$ cat config.mk
export PLATFORM = sky130hd
export DESIGN_NAME = alu_pipe
export DESIGN_NICKNAME = d
export VERILOG_FILES = /design/src/rtl/alu_pkg.sv /design/src/rtl/alu_barrel_shifter.sv /design/src/rtl/alu_pipe.sv
export SDC_FILE = /design/constraint.sdc
export NUM_CORES = 1
export LEC_CHECK = 0
export CAP_MARGIN = 20
export CELL_PAD_IN_SITES_DETAIL_PLACEMENT = 0
export CELL_PAD_IN_SITES_GLOBAL_PLACEMENT = 1
export CORE_MARGIN = 1
export CORE_UTILIZATION = 44
export CTS_CLUSTER_DIAMETER = 40
export DETAILED_ROUTE_END_ITERATION = 6
export MAX_ROUTING_LAYER = met4
export PLACE_DENSITY = 0.93
export SETUP_SLACK_MARGIN = 0.2
export SLEW_MARGIN = 0
export SYNTH_ARGS = -nofsm -noshare
export SYNTH_HDL_FRONTEND = slang
export SYNTH_SLANG_ARGS = --single-unit
$ cat constraint.sdc
create_clock -name clk -period 6.1 [get_ports clk]
set_clock_uncertainty 0.2 [all_clocks]
set_input_delay 1.83 -clock clk [delete_from_list [all_inputs] [get_ports clk]]
set_output_delay 1.83 -clock clk [all_outputs]
set_load 0.02 [all_outputs]
$ cat src/rtl/alu_pkg.sv
// Shared opcode encodings for the pipelined ALU.
//   ARITH_*      : op[2:0] codes when op[OP_LOGIC_BIT] = 0 (adder B operand and carry-in)
//   LOGIC_*      : op[1:0] codes when op[OP_LOGIC_BIT] = 1
//   SHDIR_*      : shift direction encoding
package alu_pkg;

  // Adder codes: bits [2:1] pick the B operand, bit [0] is the carry-in.
  localparam logic [2:0] ARITH_PASS  = 3'b000; // x
  localparam logic [2:0] ARITH_INC   = 3'b001; // x + 1
  localparam logic [2:0] ARITH_ADD   = 3'b010; // x + y
  localparam logic [2:0] ARITH_ADDC  = 3'b011; // x + y + 1
  localparam logic [2:0] ARITH_SUBB  = 3'b100; // x - y - 1
  localparam logic [2:0] ARITH_SUB   = 3'b101; // x - y
  localparam logic [2:0] ARITH_DEC   = 3'b110; // x - 1
  localparam logic [2:0] ARITH_PASSC = 3'b111; // x, with carry out set

  localparam logic [1:0] LOGIC_AND = 2'b00;
  localparam logic [1:0] LOGIC_OR  = 2'b01;
  localparam logic [1:0] LOGIC_XOR = 2'b10;
  localparam logic [1:0] LOGIC_NOT = 2'b11;

  localparam int unsigned OP_LOGIC_BIT = 3;

  localparam logic SHDIR_LEFT  = 1'b0;
  localparam logic SHDIR_RIGHT = 1'b1;

endpackage

$ cat src/rtl/alu_barrel_shifter.sv
// Combinational log2 barrel shifter.
//   data_i    : value to shift
//   shamt_i   : shift amount (0 = pass-through)
//   shdir_i   : SHDIR_LEFT / SHDIR_RIGHT
//   sharith_i : sign-fill on right shifts; ignored on left shifts
//   outp_o    : shifted value
module alu_barrel_shifter
  import alu_pkg::*;
#(
  parameter int unsigned WIDTH = 8,
  parameter int unsigned SHW   = $clog2(WIDTH)
) (
  input  logic [WIDTH-1:0] data_i,
  input  logic [SHW-1:0]   shamt_i,
  input  logic             shdir_i,
  input  logic             sharith_i,
  output logic [WIDTH-1:0] outp_o
);

  logic [SHW:0][WIDTH-1:0] lvl;
  logic                    fill;

  // Fill bit is constant across levels: the original sign stays the sign.
  assign fill   = (shdir_i == SHDIR_RIGHT) && sharith_i && data_i[WIDTH-1];
  assign lvl[0] = data_i;

  for (genvar i = 0; i < SHW; i++) begin : g_lvl
    localparam int unsigned Amt = 1 << i;
    logic [WIDTH-1:0] shl;
    logic [WIDTH-1:0] shr;

    assign shl        = {lvl[i][WIDTH-1-Amt:0], {Amt{1'b0}}};
    assign shr        = {{Amt{fill}}, lvl[i][WIDTH-1:Amt]};
    assign lvl[i+1]   = !shamt_i[i]                ? lvl[i] :
                        (shdir_i == SHDIR_RIGHT)   ? shr    : shl;
  end

  assign outp_o = lvl[SHW];

endmodule

$ cat src/rtl/alu_pipe.sv
// Two-stage pipelined ALU with valid/ready handshakes on both sides.
//   Stage 1: adder / logic unit / op mux -> s1 registers (value, cout, ovf, shift controls)
//   Stage 2: barrel shift + zero/neg flags -> output registers
// Ports:
//   clk, rst_n            : clock, synchronous active-low reset
//   in_valid/in_ready     : operand beat handshake (x, y, op, shamt, shdir, sharith)
//   out_valid/out_ready   : result beat handshake (result, cout, zero, neg, ovf)
module alu_pipe
  import alu_pkg::*;
#(
  parameter int unsigned WIDTH = 8,
  parameter int unsigned SHW   = $clog2(WIDTH)
) (
  input  logic             clk,
  input  logic             rst_n,
  input  logic             in_valid,
  output logic             in_ready,
  input  logic [WIDTH-1:0] x,
  input  logic [WIDTH-1:0] y,
  input  logic [3:0]       op,
  input  logic [SHW-1:0]   shamt,
  input  logic             shdir,
  input  logic             sharith,
  output logic             out_valid,
  input  logic             out_ready,
  output logic [WIDTH-1:0] result,
  output logic             cout,
  output logic             zero,
  output logic             neg,
  output logic             ovf
);

  localparam int unsigned Msb = WIDTH - 1;

  logic             adv1, adv2;

  logic             s1_valid_q;
  logic [WIDTH-1:0] s1_val_q;
  logic             s1_cout_q, s1_ovf_q;
  logic [SHW-1:0]   s1_shamt_q;
  logic             s1_shdir_q, s1_sharith_q;

  logic             s2_valid_q;
  logic [WIDTH-1:0] result_q;
  logic             cout_q, zero_q, neg_q, ovf_q;

  logic [WIDTH-1:0] au_b, lu_res, s1_val_d, sh_out;
  logic [WIDTH:0]   au_sum;
  logic             au_ovf, s1_cout_d, s1_ovf_d;

  // A stage may load when it is empty or its content moves on this edge.
  always_comb begin
    adv2 = !s2_valid_q || out_ready;
    adv1 = !s1_valid_q || adv2;
  end

  // Reset flushes everything, so a beat offered during reset can be taken (and dropped).
  assign in_ready = adv1 || !rst_n;

  // Arithmetic unit
  always_comb begin
    au_b = '0;
    case (op[2:0])
      ARITH_PASS, ARITH_INC:  au_b = '0;
      ARITH_ADD,  ARITH_ADDC: au_b = y;
      ARITH_SUBB, ARITH_SUB:  au_b = ~y;
      ARITH_DEC,  ARITH_PASSC: au_b = '1;
      default:                au_b = '0;
    endcase
  end

  // Carry-in is op[0] for every arithmetic code.
  assign au_sum = {1'b0, x} + {1'b0, au_b} + {{WIDTH{1'b0}}, op[0]};
  assign au_ovf = (x[Msb] == au_b[Msb]) && (au_sum[Msb] != x[Msb]);

  // Logic unit
  always_comb begin
    lu_res = '0;
    case (op[1:0])
      LOGIC_AND: lu_res = x & y;
      LOGIC_OR:  lu_res = x | y;
      LOGIC_XOR: lu_res = x ^ y;
      LOGIC_NOT: lu_res = ~x;
      default:   lu_res = '0;
    endcase
  end

  // Op mux
  always_comb begin
    s1_val_d  = au_sum[WIDTH-1:0];
    s1_cout_d = au_sum[WIDTH];
    s1_ovf_d  = au_ovf;
    if (op[OP_LOGIC_BIT]) begin
      s1_val_d  = lu_res;
      s1_cout_d = 1'b0;
      s1_ovf_d  = 1'b0;
    end
  end

  alu_barrel_shifter #(
    .WIDTH (WIDTH),
    .SHW   (SHW)
  ) u_shift (
    .data_i    (s1_val_q),
    .shamt_i   (s1_shamt_q),
    .shdir_i   (s1_shdir_q),
    .sharith_i (s1_sharith_q),
    .outp_o    (sh_out)
  );

  always_ff @(posedge clk) begin
    if (!rst_n) begin
      s1_valid_q   <= 1'b0;
      s1_val_q     <= '0;
      s1_cout_q    <= 1'b0;
      s1_ovf_q     <= 1'b0;
      s1_shamt_q   <= '0;
      s1_shdir_q   <= 1'b0;
      s1_sharith_q <= 1'b0;
      s2_valid_q   <= 1'b0;
      result_q     <= '0;
      cout_q       <= 1'b0;
      zero_q       <= 1'b0;
      neg_q        <= 1'b0;
      ovf_q        <= 1'b0;
    end else begin
      if (adv1) begin
        s1_valid_q <= in_valid;
      end
      if (adv1 && in_valid) begin
        s1_val_q     <= s1_val_d;
        s1_cout_q    <= s1_cout_d;
        s1_ovf_q     <= s1_ovf_d;
        s1_shamt_q   <= shamt;
        s1_shdir_q   <= shdir;
        s1_sharith_q <= sharith;
      end
      if (adv2) begin
        s2_valid_q <= s1_valid_q;
      end
      // Output registers only change on a new beat, keeping stalled outputs bit-stable.
      if (adv2 && s1_valid_q) begin
        result_q <= sh_out;
        cout_q   <= s1_cout_q;
        ovf_q    <= s1_ovf_q;
        zero_q   <= ~|sh_out;
        neg_q    <= sh_out[Msb];
      end
    end
  end

  assign out_valid = s2_valid_q;
  assign result    = result_q;
  assign cout      = cout_q;
  assign zero      = zero_q;
  assign neg       = neg_q;
  assign ovf       = ovf_q;

endmodule

# Word-level counts from Yosys, hierarchy flattened
# Cells that the tools add are included.
word_totals:
  word_cells: 62
  in_bits: 29
  reg_bits: 29
  output_inout_bits: 14
classes:
  reduce_logical: 19
  n_eq_ne: 12
  bitwise: 5
  n_addsub: 2
  muxes: 11
op_table:
  columns: ["operator", "count"]
  rows:
  - ["8-bit one-hot mux with 4 select lines", 2]
  - ["8-bit 2-to-1 mux", 7]
  - ["8-bit NOT", 2]
  - ["3-bit equality test, second input constant", 4]
  - ["8-bit by 8-bit adder with 9-bit output", 1]
  - ["9-bit by 1-bit adder with 9-bit output", 1]
  - ["8-bit bitwise AND", 1]
  - ["8-bit bitwise OR", 1]
  - ["2-bit OR reduction", 4]
  - ["8-bit OR reduction", 1]
  - ["8-bit XOR", 1]
  - ["3-bit by 2-bit equality test with 1-bit output, second input constant", 2]
  - ["1-bit logical AND", 5]
  - ["2-bit equality test, second input constant", 2]
  - ["1-bit logical NOT", 4]
  - ["3-bit by 1-bit equality test with 1-bit output, second input constant", 1]
  - ["3-bit logical NOT", 1]
  - ["1-bit logical OR", 3]
  - ["2-bit by 1-bit equality test with 1-bit output, second input constant", 1]
  - ["2-bit logical NOT", 1]
  - ["1-bit 2-to-1 mux", 2]
  - ["1-bit equality test", 1]
  - ["1-bit inequality test", 1]

# Longest topological paths before layout
depth:
  word_depth: 10
  ltp_mapped: 11
  depth_no_buf: 9

# Cells and area by module
# A second synthesis with hierarchy kept.
hier_totals:
  hier_cells: 305
  area_unflattened_um2: 2661.3
modules_own_cells:
  columns: ["mod", "seq_area_each_um2", "n_inst", "area_each_um2", "cells_per_inst"]
  rows:
  - ["alu_pipe", 560.5, 1, 2072.0, 228]
  - ["alu_barrel_shifter", 0.0, 1, 589.3, 77]

# Least setup slack after synthesis
# No wires, ideal clock.
synth_path:
  kind: "input -> output"
  from: "input rst_n"
  to: "output in_ready"
  stages: 3
  t_required_ns: 4.070
  path_slack_ns: 1.511
  n_path_buf: 2
  arrival_time_ns: 2.559
  path_cell_list: "clkbuf_1 -> clkbuf_1 -> nand3_1"
synth_via:
  elab_chain_len: 2
synth_rtl:
  columns: ["element", "line", "rtl"]
  rows:
  - ["start: declaration", "alu_pipe.sv:15", "input logic rst_n,"]
  - ["1-bit logical NOT", null, null]
  - ["1-bit logical OR", "alu_pipe.sv:58", "assign in_ready = adv1 || !rst_n;"]
  - ["end: declaration", "alu_pipe.sv:17", "output logic in_ready,"]
# No other way between the ends.

# Worst setup path after layout
layout_path:
  from: "input out_ready"
  to: "output in_ready"
layout_via:
  elab_chain_len: 3
layout_rtl:
  columns: ["element", "line", "rtl"]
  rows:
  - ["start: declaration", "alu_pipe.sv:25", "input logic out_ready,"]
  - ["1-bit logical OR", "alu_pipe.sv:53", "adv2 = !s2_valid_q || out_ready;"]
  - ["1-bit logical OR", "alu_pipe.sv:54", "adv1 = !s1_valid_q || adv2;"]
  - ["1-bit logical OR", "alu_pipe.sv:58", null]
# No other way between the ends.

==> results.cfg <==
[worst_setup_path]
crit_path_start_kind = input pin
cp.required_ps = 4070
end_kind = output port
crit_arrival_ps = 3180
cp_max_fo = 6
path_class = in2out

[floorplanning]
io_pins = 43
initial_utilization_pct = 45.7
core_mm2 = 0.00596
die_area_mm2 = 0.00650
fp.dieH_um = 80.6
core.rowCount = 28
die_w_um = 80.6

[power_and_ir_drop]
leakagePower_nw = 1.29
power_w = 0.000553
power_density_mw_per_mm2 = 172
peakVddDrop_mv = 0.0952

[place]
io_buffers = 42
place.gp.congestion = 0.865
place_hpwl_um = 4340
dp.cells = 428
placed_area_mm2 = 0.00311

[synth]
yosysUniqueCellTypes = 58
synth.avg_cell_area_um2 = 8.05
syn_area_mm2 = 0.00272
async_flop_share_pct = 0
ys_seq_area_share_pct = 20.6
syn_nets = 392
synth_edf_count = 0
synth_warnings = 0
syn_inst = 338
ys_seq_elements = 28
synth_flop_cell = dfxtp_1

[cts]
cts-hold-fix-buffers = 0
ctsLongestPathBuffers = 2
insertion_delay_ps = 280
postCtsSetupBuffers = 0
cts_tree = built
cts_htree_levels = 1
cts-root-buf = clkbuf_8
clock-sinks = 28
clkTransAtPathRegs_ps = 100
cts.repair.resized = 0
cts_made_buffers = 3

[drt]
first_pass_iters = 4
drc = 0
routedWlPerCell_um = 13.3
vias = 2419
drt.antenna.violating_nets = 0
finalWirelength_um = 5780
drtIter0Drc = 129
routed_via_density = 5.59

[sta]
post-route-min-period_ps = 5210
slew_viol_final = 0
fmax_ghz = 0.192
setup_tns_ps = 0
hold_violations = 0
rsz0062_at_grt = no
min_period_over_period_pct = 85.4
relSlewSlack_pct = 30.4
setup_viol = 0
worst_slew_pin_slew_ps = 1040

[global_route]
track_usage_pct = 19.5
grt_pass1_vias = 2268
antenna_found_initial = 0
grt_overflow = 0
grt_max_degree = 34
grt_pass1_wl_um = 9970

[worst_hold_path]
min_path_type = reg2reg

[final_layout]
drive_above_1_share_pct = 7.82
final_nets = 413
stdcell_count = 433
diodes = 0
area_growth_pct = 17.9
final_area_mm2 = 0.00321

[status]
status = complete, no violations

[job]
max_cap_violations = 0
-- per-layer routing --
| layer | track usage (%) | wire length [µm] | vias up |
|---|---|---|---|
| li1 | - | - | 1244 |
| met1 | 24.5 | 2730 | 1139 |
| met2 | 33.6 | 2890 | 32 |
| met3 | 1.82 | 114 | 4 |
| met4 | 4.82 | 44 | 0 |
| met5 | - | 0 | - |
-- power by group --
group,internal (W),total (W),switching [W],leakage [nW]
Combinational,0.0000965,0.000189,0.0000921,1.02
Clock,0.0000880,0.000149,0.0000607,0.0357
Sequential,0.000195,0.000216,0.0000209,0.230
-- kinds of logic (layout without fill, tap and decap cells) --
| logic type | after synthesis | in the layout | share of synthesized area [%] |
|---|---|---|---|
| buf+inv | 58 | 78 | 9.02 |
| simple gates | 106 | 106 | 19.0 |
| flops | 28 | 28 | 20.6 |
| compound gates | 89 | 89 | 23.5 |
| mux | 30 | 30 | 15.2 |
| xor+xnor | 2 | 2 | 0.644 |
| fa+ha+maj | 25 | 25 | 12.1 |
-- final timing paths --
path	from	to	slack [ps]	depth (start not counted)
hold reg to reg	result[4]	result[4]	260	2
hold / removal	result[4]	result[4]	260	2
setup / recovery	out_ready	in_ready	890	4
setup reg to reg	s1_shdir_q	zero	3480	6
-- worst max-delay path, stage by stage --
cell             delay [ps]
clkdlybuf4s50_1         400
nor2b_1                 290
nand3_1                 110
clkdlybuf4s50_1         540
-- synth_stat cells, types with 3 or more instances --
cell	instances	area, µm²
a211oi_1	5	37.5
a21boi_0	7	52.6
a21boi_1	6	45.0
a21o_1	3	22.5
a21oi_1	15	75.1
buf_2	7	35.0
buf_4	3	22.5
clkbuf_1	16	60.1
dfxtp_1	28	561
ha_1	23	288
inv_1	27	101
inv_2	3	11.3
mux2_2	7	78.8
mux2i_1	14	140
mux4_2	8	180
nand2_1	40	150
nand2b_1	8	50.1
nand3_1	11	55.1
nor2_1	18	67.6
nor2b_1	6	37.5
nor3_1	8	40.0
o211a_1	7	70.1
o211ai_1	11	82.6
o21a_1	4	30.0
o21ai_0	4	20.0
o21ai_1	6	30.0
-- per-stage QoR --
| stage | util (%) | hold WS [ps] | setup slack (ps) |
|---|---|---|---|
| 3_5_place_dp | 52.2 | 248 | 899 |
| 5_1_grt | 53.9 | 295 | 813 |
| 6_report | 53.9 | 257 | 893 |
| 3_3_place_gp | 52.2 | 242 | 924 |
| 2_1_floorplan | - | 231 | 1510 |
| 4_1_cts | 53.4 | 264 | 893 |
-- area by class of cell --
type,count,area [µm²]
timing repair buffer,44,455
multi-input combinational,252,1910
inverter,30,113
fill,608,2750
clock inverter,1,30.0
sequential,28,561
tap,75,93.8
clock buffer,3,41.3
-- cells in the final DEF (no fill, tap or decap), types with 3 or more instances in the layout --
| master | Yosys | routed |
|---|---|---|
| a211oi_1 | 5 | 5 |
| a21boi_0 | 7 | 7 |
| a21boi_1 | 6 | 6 |
| a21o_1 | 3 | 3 |
| a21oi_1 | 15 | 15 |
| clkbuf_8 | 0 | 3 |
| clkdlybuf4s50_1 | 0 | 42 |
| dfxtp_1 | 28 | 28 |
| ha_1 | 23 | 23 |
| inv_1 | 27 | 27 |
| inv_2 | 3 | 3 |
| mux2_2 | 7 | 7 |
| mux2i_1 | 14 | 14 |
| mux4_2 | 8 | 8 |
| nand2_1 | 40 | 40 |
| nand2b_1 | 8 | 8 |
| nand3_1 | 11 | 11 |
| nor2_1 | 18 | 18 |
| nor2b_1 | 6 | 6 |
| nor3_1 | 8 | 8 |
| o211a_1 | 7 | 7 |
| o211ai_1 | 11 | 11 |
| o21a_1 | 4 | 4 |
| o21ai_0 | 4 | 4 |
| o21ai_1 | 6 | 6 |
No activity file was read; power rests on OpenSTA's default activity.
